## src/rtl/rv_pkg.sv

```systemverilog
// rtl/rv_pkg.sv - shared core constants and the fetch-state encoding
package rv_pkg;

    localparam int XLEN = 32;

    localparam logic [XLEN-1:0] DEFAULT_RESET_PC = 32'h0000_0000;

    typedef enum logic [1:0] {
        IDLE = 2'd0,
        REQ  = 2'd1,
        WAIT = 2'd2,
        DROP = 2'd3
    } fetch_state_e;

endpackage

```

## src/rtl/if_fifo.sv

```systemverilog
// rtl/if_fifo.sv - fetched {pc, inst} storage with a registered head so readers never see push data combinationally
module if_fifo
    import rv_pkg::*;
#(
    parameter int WIDTH = 2 * XLEN,
    parameter int DEPTH = 4
) (
    input  logic                       clk,
    input  logic                       rst_n,
    input  logic                       push,
    input  logic [WIDTH-1:0]           push_data,
    input  logic                       pop,
    input  logic                       flush,
    output logic [$clog2(DEPTH):0]     count,
    output logic [WIDTH-1:0]           head_data
);
    localparam int PW = $clog2(DEPTH);
    localparam int CW = PW + 1;

    logic [WIDTH-1:0] mem [DEPTH];
    logic [PW-1:0]    wr_ptr;
    logic [PW-1:0]    rd_ptr;
    logic [PW-1:0]    rd_ptr_next;
    logic [CW-1:0]    count_after_pop;
    logic [CW-1:0]    count_next;
    logic             do_pop;

    always_comb begin
        do_pop          = pop && (count != '0);
        count_after_pop = count - CW'(do_pop);
        count_next      = count_after_pop + CW'(push);
        rd_ptr_next     = rd_ptr + PW'(do_pop);
    end

    always_ff @(posedge clk) begin
        if (push && !flush) begin
            mem[wr_ptr] <= push_data;
        end
    end

    // Head is pre-loaded from the entry that will be at the front next cycle;
    // when the queue drains it keeps showing the last entry.
    always_ff @(posedge clk or negedge rst_n) begin
        if (!rst_n) begin
            wr_ptr    <= '0;
            rd_ptr    <= '0;
            count     <= '0;
            head_data <= '0;
        end else if (flush) begin
            wr_ptr <= '0;
            rd_ptr <= '0;
            count  <= '0;
        end else begin
            if (push) begin
                wr_ptr <= wr_ptr + PW'(1);
            end
            rd_ptr <= rd_ptr_next;
            count  <= count_next;
            if (count_after_pop == '0) begin
                if (push) begin
                    head_data <= push_data;
                end
            end else begin
                head_data <= mem[rd_ptr_next];
            end
        end
    end

endmodule

```

## src/rtl/if_prefetch_queue.sv

```systemverilog
// rtl/if_prefetch_queue.sv - instruction prefetch queue, one outstanding fetch; IF_MISALIGN_CHK_EN adds the misalign flag
module if_prefetch_queue
    import rv_pkg::*;
#(
    parameter int                   BIT_WIDTH = XLEN,
    parameter int                   DEPTH     = 4,
    parameter logic [BIT_WIDTH-1:0] RESET_PC  = BIT_WIDTH'(DEFAULT_RESET_PC)
) (
    input  logic                 clk,
    input  logic                 rst_n,
    output logic                 imem_req,
    output logic [BIT_WIDTH-1:0] imem_addr,
    input  logic                 imem_gnt,
    input  logic                 imem_rvalid,
    input  logic [BIT_WIDTH-1:0] imem_rdata,
    input  logic                 redirect,
    input  logic [BIT_WIDTH-1:0] redirect_pc,
    input  logic                 stall,
`ifdef IF_MISALIGN_CHK_EN
    output logic                 misalign,
`endif
    output logic                 if_valid,
    output logic [BIT_WIDTH-1:0] if_pc,
    output logic [BIT_WIDTH-1:0] if_inst
);
    localparam int CW = $clog2(DEPTH) + 1;

    fetch_state_e           state;
    fetch_state_e           state_next;
    logic [BIT_WIDTH-1:0]   fetch_pc;
    logic [BIT_WIDTH-1:0]   addr_q;
    logic [BIT_WIDTH-1:0]   target_pc;
    logic                   kill_q;
    logic                   full;
    logic                   push;
    logic                   pop;
    logic [CW-1:0]          count;
    logic [2*BIT_WIDTH-1:0] head_data;

    assign target_pc = {redirect_pc[BIT_WIDTH-1:2], 2'b00};
    assign full      = (count == CW'(DEPTH));

    always_ff @(posedge clk or negedge rst_n) begin
        if (!rst_n) begin
            state <= IDLE;
        end else begin
            state <= state_next;
        end
    end

    // A redirect seen in REQ (now or earlier) turns the granted fetch into a DROP.
    always_comb begin
        state_next = state;
        case (state)
            IDLE: if (redirect || !full) state_next = REQ;
            REQ:  if (imem_gnt) state_next = (redirect || kill_q) ? DROP : WAIT;
            WAIT: begin
                if (redirect) begin
                    state_next = imem_rvalid ? IDLE : DROP;
                end else if (imem_rvalid) begin
                    state_next = IDLE;
                end
            end
            DROP: if (imem_rvalid) state_next = IDLE;
            default: state_next = IDLE;
        endcase
    end

    always_comb begin
        imem_req = (state == REQ);
        push     = (state == WAIT) && imem_rvalid && !redirect;
        pop      = if_valid && !stall && !redirect;
    end

    always_ff @(posedge clk or negedge rst_n) begin
        if (!rst_n) begin
            fetch_pc <= RESET_PC;
            addr_q   <= '0;
            kill_q   <= 1'b0;
        end else begin
            if (redirect) begin
                fetch_pc <= target_pc;
            end else if ((state == REQ) && imem_gnt && !kill_q) begin
                fetch_pc <= fetch_pc + BIT_WIDTH'(4);
            end
            if ((state == IDLE) && (state_next == REQ)) begin
                addr_q <= redirect ? target_pc : fetch_pc;
            end
            if (state == REQ) begin
                kill_q <= imem_gnt ? 1'b0 : (kill_q || redirect);
            end
        end
    end

`ifdef IF_MISALIGN_CHK_EN
    always_ff @(posedge clk or negedge rst_n) begin
        if (!rst_n) begin
            misalign <= 1'b0;
        end else begin
            misalign <= redirect && (redirect_pc[1:0] != 2'b00);
        end
    end
`else
    logic unused_pc_low;
    assign unused_pc_low = ^redirect_pc[1:0];
`endif

    if_fifo #(
        .WIDTH (2 * BIT_WIDTH),
        .DEPTH (DEPTH)
    ) u_fifo (
        .clk       (clk),
        .rst_n     (rst_n),
        .push      (push),
        .push_data ({addr_q, imem_rdata}),
        .pop       (pop),
        .flush     (redirect),
        .count     (count),
        .head_data (head_data)
    );

    assign imem_addr = addr_q;
    assign if_valid  = (count != '0);
    assign if_pc     = head_data[2*BIT_WIDTH-1:BIT_WIDTH];
    assign if_inst   = head_data[BIT_WIDTH-1:0];

endmodule

```

## config.mk

```make
export PLATFORM = sky130hd
export DESIGN_NAME = if_prefetch_queue
export DESIGN_NICKNAME = d
export VERILOG_FILES = /design/src/rtl/rv_pkg.sv /design/src/rtl/if_fifo.sv /design/src/rtl/if_prefetch_queue.sv
export SDC_FILE = /design/constraint.sdc
export NUM_CORES = 1
export LEC_CHECK = 0
export CAP_MARGIN = 20
export CORE_AREA = 10 10 189 191
export DETAILED_ROUTE_END_ITERATION = 7
export DIE_AREA = 0 0 199 201
export GPL_ROUTABILITY_DRIVEN = 0
export PLACE_DENSITY = 0.86
export SETUP_SLACK_MARGIN = 0.4
export SKIP_CTS_REPAIR_TIMING = 1
export SYNTH_ARGS = -nofsm -noshare
export SYNTH_HDL_FRONTEND = slang
export SYNTH_HIERARCHICAL = 1
export SYNTH_SLANG_ARGS = --single-unit
export TNS_END_PERCENT = 10
```

## constraint.sdc

```tcl
create_clock -name clk -period 3.1 [get_ports clk]
set_input_delay 0.31 -clock clk [delete_from_list [all_inputs] [get_ports clk]]
set_output_delay 0.31 -clock clk [all_outputs]
set_load 0.02 [all_outputs]
```

==> results of run 1 <==
stage by stage:
step                cells  setup TNS (ps)
floorplan            1109          -27070
global placement     1662               0
detailed placement   1662               0
CTS                  1736               0
global route         1765               0
finish               1765               0
sequential cells by signal, indices dropped and copies added (netlist names):
signal	count
u_fifo/head_data	64
u_fifo/count	3
imem_addr	31
state	2
fetch_pc	30
u_fifo/rd_ptr	2
kill_q	1
u_fifo/wr_ptr	2
u_fifo/mem	256
routing by layer:
| layer | up-vias | part of all wire | GRT usage |
|---|---|---|---|
| li1 | 4583 | - | - |
| met1 | 5101 | 0.41 | 0.2376 |
| met2 | 405 | 0.50 | 0.3107 |
| met3 | 81 | 0.063 | 0.03521 |
| met4 | 0 | 0.026 | 0.05860 |
| met5 | - | 0 | 0 |
cell type report:
cell class / instances / area [um2] / area share
multi-input combinational: 635 / 4674 / 0.2304
inverter: 18 / 67.56 / 0.003331
tap: 408 / 510.5 / 0.02517
clock buffer: 55 / 1149 / 0.05662
timing repair buffer: 239 / 2641 / 0.1302
clock inverter: 19 / 176.4 / 0.008697
sequential: 391 / 11070 / 0.5455
worst paths after layout:
check	from	endpoint	slack, ps
min in group asynchronous	rst_n	u_fifo/head_data[8]	350
max reg2reg	u_fifo/count[2]	u_fifo/head_data[6]	400
max	u_fifo/count[2]	u_fifo/head_data[6]	400
min reg2reg	fetch_pc[30]	fetch_pc[30]	520
min	redirect	u_fifo/count[0]	260
max in group asynchronous	rst_n	imem_addr[11]	1850
logic make-up after synthesis:
logic type / after synthesis / share of synthesized area
muxes: 83 / 0.1015
AOI/OAI and AO/OA: 145 / 0.05681
and+or+nand+nor: 374 / 0.1041
buffers and inverters: 83 / 0.02661
xor gates and xnor gates: 23 / 0.01303
adders and majority gates: 10 / 0.007803
DFF: 391 / 0.6901
critical path, delay by kind of cell (launching register included):
kind | cells | cell delay, ps
AND/OR/NAND/NOR | 4 | 890
adder cells (fa/ha/maj) | 2 | 400
flip-flops | 1 | 370
AO/OA/AOI/OAI | 2 | 330
buffers and inverters | 2 | 330
XOR/XNOR | 1 | 260
Yosys cell counts, drive strengths merged (9+ instances only):
cell type,instances
nor3,9
ha,10
nand4,13
buf,49
a31oi,84
inv,18
xor2,12
mux2i,13
o21ai,30
edfxtp,256
a21oi,13
xnor2,11
mux4,63
nand2,190
dfrtp,135
clkbuf,16
nand3,18
nor2,110
report_power, final:
part	switching, mW	total [mW]	internal [mW]	leakage [nW]
registers	0.812	7.30	6.49	3.87
logic	1.97	3.70	1.73	2.83
clock network	1.93	4.78	2.85	0.651
placed cells by master, fill, tap and decap left out, types with 5 or more instances in the layout:
cell type	n
buf_4	36
xnor2_1	10
dfrtp_1	135
clkbuf_8	7
clkinv_1	5
buf_6	7
a21oi_1	12
mux2_2	5
clkbuf_1	7
clkbuf_16	48
nor2b_1	6
ha_1	7
nand3_1	16
nor4_1	5
a31oi_1	83
mux2i_1	13
edfxtp_1	256
nor3_1	7
xor2_1	11
buf_12	22
nor2_1	109
mux4_2	63
nand4_1	11
nand2_1	190
clkdlybuf4s50_1	163
clkinv_2	7
o21ai_0	23
o21ai_1	7
inv_1	18
==> metrics.md, run 1 <==
| Metric | Value |
|---|---|
| Synthesized cell area | 16030 um2 |
| Die H | 201 um |
| Final period utilization | 0.8705 |
| Mean Syn Cell Area | 14.46 um2 |
| Ys flop type | edfxtp_1 |
| N_diodes | 0 |
| VDD IR-drop max | 0.0005877 V |
| Final Core Density | 0.6331 |
| Post-DR wirelength/cell | 22.62 um |
| Outcome | finished, final reports clean |
| Slowest cell on the critical path | or3_1 |
| Crit path required time | 3540 ps |
| Fill count | 2241 |
| Register area share after synthesis | 0.6901 |
| All-Layer GR Usage | 0.1852 |
| Detailed-route DRC error count | 0 |
| # nets final | 1405 |
| Clock sink total | 391 |
| Yosys warns | 6 |
| Clock buffer depth | 3 |
| Tmin final | 2698 ps |
| Cell accounting for the most synthesized area | edfxtp_1 |
| Hold path cells | 3 |
| Antenna viol nets, final | 0 |
| Worst-margin pin slew | 719.1 ps |
| CTS Root Cell | clkbuf_16 |
| Clk Latency, worst-skew pair | 530 ps |
| Largest net degree at the start of global routing | 69 |
| Synthesized flop and latch total | 391 |
| Relative slew slack | 0.5206 |
| I/O pins | 168 |
| Post-synth EDFFs | 256 |
| Die width | 199 um |
| Fraction of registers with async set/reset | 0.3453 |
| Critical path capture point type | register |
| RSZ-0062 raised after global routing | false |
| Cts bufs inserted | 40 |
| Congestion Overflow GR | 0 |
| Die area | 40000 um2 |
| Clk_skew | 20.85 ps |
| Placement Setup Slack | 244.7 ps |
| CP cell instances | or3_1 > nor3b_1 > o31a_1 > ha_2 > ha_4 > xnor2_4 > and3_4 > buf_12 > clkbuf_16 > nand2_1 > a31oi_1 |
| Share of cells above drive strength 1 | 0.1746 |
| Detailed Route WL | 39920 um |
| Final Max Tran Viols | 0 |
| MaxCap Viol Count | 0 |
| Pleak | 7.348 nW |
| Hold WS | 262.2 ps |
| Pwr Density | 778.3 nW/um2 |
| Initial Util | 0.5004 |
| Synth-to-layout area growth | 26.51% |
| WP data arrival | 3130 ps |
| Rows | 66 |
| CTS tree | done |
| Crit Path Class | reg2reg |
| Area fraction of the dominant cell type after synthesis | 0.4794 |
| Vias/cell | 5.762 |
| First-pass GRT wire length | 58190 um |
| CTS clk-pin slew, worst paths | 60 ps |
| Design Power | 15.79 mW |
| # setup viols final | 0 |
| Placed Area | 18500 um2 |
| Reg2Reg Depth | 11 |
| Setup crit start kind | register |
| Fmax | 370.6 MHz |
| Hold Violations, Final | 0 |
| Via count | 10170 |
| Worst Path Max Fanout | 8 |
| DRT Pass-1 Iters | 7 |
| Post-Syn Nets | 1189 |
| H-Tree Level Count | 2 |
| Post-route setup slack | 401.6 ps |
| Hpwl dp | 24450 um |
| Synthesized instance count | 1109 |
| Number of global-route vias before repair | 10314 |
| Largest cells by area after synthesis | edfxtp_1 (48%), dfrtp_1 (21%), mux4_2 (8.8%) |
| Post-route cell area | 20280 um2 |
| Core Region | 32040 um2 |
| Port bufs | 165 |
| Yosys cell types | 60 |
| Slowest cell delay on critical path | 400 ps |
| Initial antenna violation count | 0 |
| DRT iter0 DRCs | 766 |
| HP Class | in2reg |
(Power assumes the default switching activity.)
==> inputs of run 2 (changes only) <==
Settings changed: CORE_AREA 10 10 189 191 to 2 2 181 183, DIE_AREA 0 0 199 201 to 0 0 183 185, TNS_END_PERCENT 10 to unset.
==> run 2 against run 1 <==
Effect of this change: non-clock buffer count is 18 lower; routed wire length is 3.4% lower; largest cell class unchanged; die area is 15% lower; critical path depth stayed put; clock-buffer cell count is 2 lower; clock skew is 4.3 ps lower; register-to-register slack worse by 20 ps; highest routed layer unchanged.
==> metrics.md, run 2 (synthesis gave the netlist of run 1 again) <==
| Metric | Value |
|---|---|
| Outcome | finished, final reports clean |
| RSZ-0062 raised after global routing | true |
| Via count | 10299 |
| CTS tree | done |
| Initial antenna violation count | 0 |
| R2R setup slack | 380 ps |
| Hpwl dp | 22360 um |
| Largest net degree at the start of global routing | 75 |
| Hold Violations, Final | 0 |
| CTS Root Cell | clkbuf_16 |
| Reg2Reg Depth | 11 |
| Clk Latency, worst-skew pair | 520 ps |
| Pleak | 7.283 nW |
| Most common cell after layout, fill and taps aside | edfxtp_1 |
| Setup TNS | 0 ps |
| Multi-input logic area | 4679 um2 |
| Relative slew slack | 0.6334 |
| MaxCap Viol Count | 0 |
| Clock buffer depth | 3 |
| Worst Path Max Fanout | 7 |
| Tmin final | 2717 ps |
| First-pass GRT wire length | 57150 um |
| # nets final | 1386 |
| Core Region | 32040 um2 |
| VDD IR-drop max | 0.0004835 V |
| All-Layer GR Usage | 0.2180 |
| Critical path capture point type | register |
| Most frequent cells in the layout | edfxtp_1 (256), nand2_1 (188), clkdlybuf4s50_1 (163), dfrtp_1 (135), nor2_1 (109) |
| Reg2reg start | u_fifo/count[1] |
| Rows | 66 |
| WP data arrival | 3160 ps |
| Antenna viol nets, final | 0 |
| Pwr Density | 795.4 nW/um2 |
| Die area | 33860 um2 |
| Crit path required time | 3540 ps |
| Final period utilization | 0.8765 |
| CTS clk-pin slew, worst paths | 70 ps |
| Initial Util | 0.5004 |
| Congestion Overflow GR | 0 |
| Die width | 183 um |
| Synth-to-layout area growth | 26.21% |
| HP Class | in2async |
| Port bufs | 165 |
| RR Endpoint | u_fifo/head_data[52] |
| Die H | 185 um |
| # setup viols final | 0 |
| Cells after DPL | 1648 |
| Final Max Tran Viols | 0 |
| Share of cells above drive strength 1 | 0.1654 |
| Reg area | 11070 um2 |
| Vias/cell | 5.905 |
| Post-DR wirelength/cell | 22.10 um |
| Crit Path Class | reg2reg |
| H-Tree Level Count | 2 |
| Setup crit start kind | register |
| I/O pins | 168 |
| Detailed-route DRC error count | 0 |
| Hold WS | 301.8 ps |
| Detailed Route WL | 38550 um |
| Clock sink total | 391 |
| Fmax | 368.0 MHz |
| DRT iter0 DRCs | 759 |
| Fill count | 2272 |
| Number of global-route vias before repair | 10469 |
| Non-Filler Instances | 1744 |
| DRT Pass-1 Iters | 7 |
| Cts bufs inserted | 39 |
| Worst-margin pin slew | 545.3 ps |
| Max reg flops | 256 |
| Biggest register | u_fifo/mem |
| Clk_skew | 16.58 ps |
| N_diodes | 0 |
run 2: cell types whose count changed in the layout (fill, tap and decap cells not counted), sizes merged:
| cell | before | now |
|---|---|---|
| bufinv | 3 | 7 |
| clkinvlp | 2 | 1 |
| clkinv | 12 | 9 |
| inv | 20 | 19 |
| buf | 68 | 49 |
| clkbuf | 62 | 61 |
run 2: layer usage:
layer / vias up / global-route usage / part of all wire
met1: 5213 / 0.2820 / 0.40
li1: 4545 / - / -
met5: - / 0 / 0
met2: 456 / 0.3735 / 0.50
met4: 0 / 0.07200 / 0.027
met3: 85 / 0.04247 / 0.072
run 2: how the worst max path moves through the flow:
stage                               start              endpoint  slack (ps)
after floorplan           u_fifo/count[2]   u_fifo/head_data[0]         420
after global placement    u_fifo/count[1]  u_fifo/head_data[45]         280
after detailed placement  u_fifo/count[1]  u_fifo/head_data[44]         130
after CTS                 u_fifo/count[1]  u_fifo/head_data[44]          90
after global routing      u_fifo/count[1]  u_fifo/head_data[44]         290
final                     u_fifo/count[1]  u_fifo/head_data[52]         380
run 2: final cells by class:
class | count | share of cell area
repair buffers | 221 | 0.1236
multi-input cells | 635 | 0.2312
well taps | 408 | 0.02523
clock buffers | 53 | 0.05595
inverters | 18 | 0.003339
flip-flops and latches | 391 | 0.5468
clock inverters | 18 | 0.01385
run 2: where the power goes:
group	internal [mW]	total, mW	switching [mW]
Sequential	6.49	7.33	0.841
Clock	3.16	5.11	1.96
Combinational	1.73	3.65	1.93
Total	11.4	16.1	4.72
run 2: metrics by stage:
step | area, um2 | worst slack (ps) | power (mW) | utilization
finish | 20240 | 382.9 | 16.10 | 0.6316
CTS | 19810 | 87.91 | 16.10 | 0.6182
floorplan | 16040 | 420.8 | 8.947 | -
detailed placement | 18400 | 127.6 | 10.97 | 0.5741
global placement | 18400 | 284.9 | 10.83 | 0.5741
global route | 20240 | 288.5 | 16.74 | 0.6316
run 2: critical path, cell delays in order, from the launching register on:
cell	delay, ps
dfrtp_1	420
or3_4	390
nor3b_1	150
o31a_1	150
ha_2	220
ha_4	170
xnor2_4	280
and3_4	290
buf_12	140
buf_12	130
nand2_1	70
a31oi_2	220
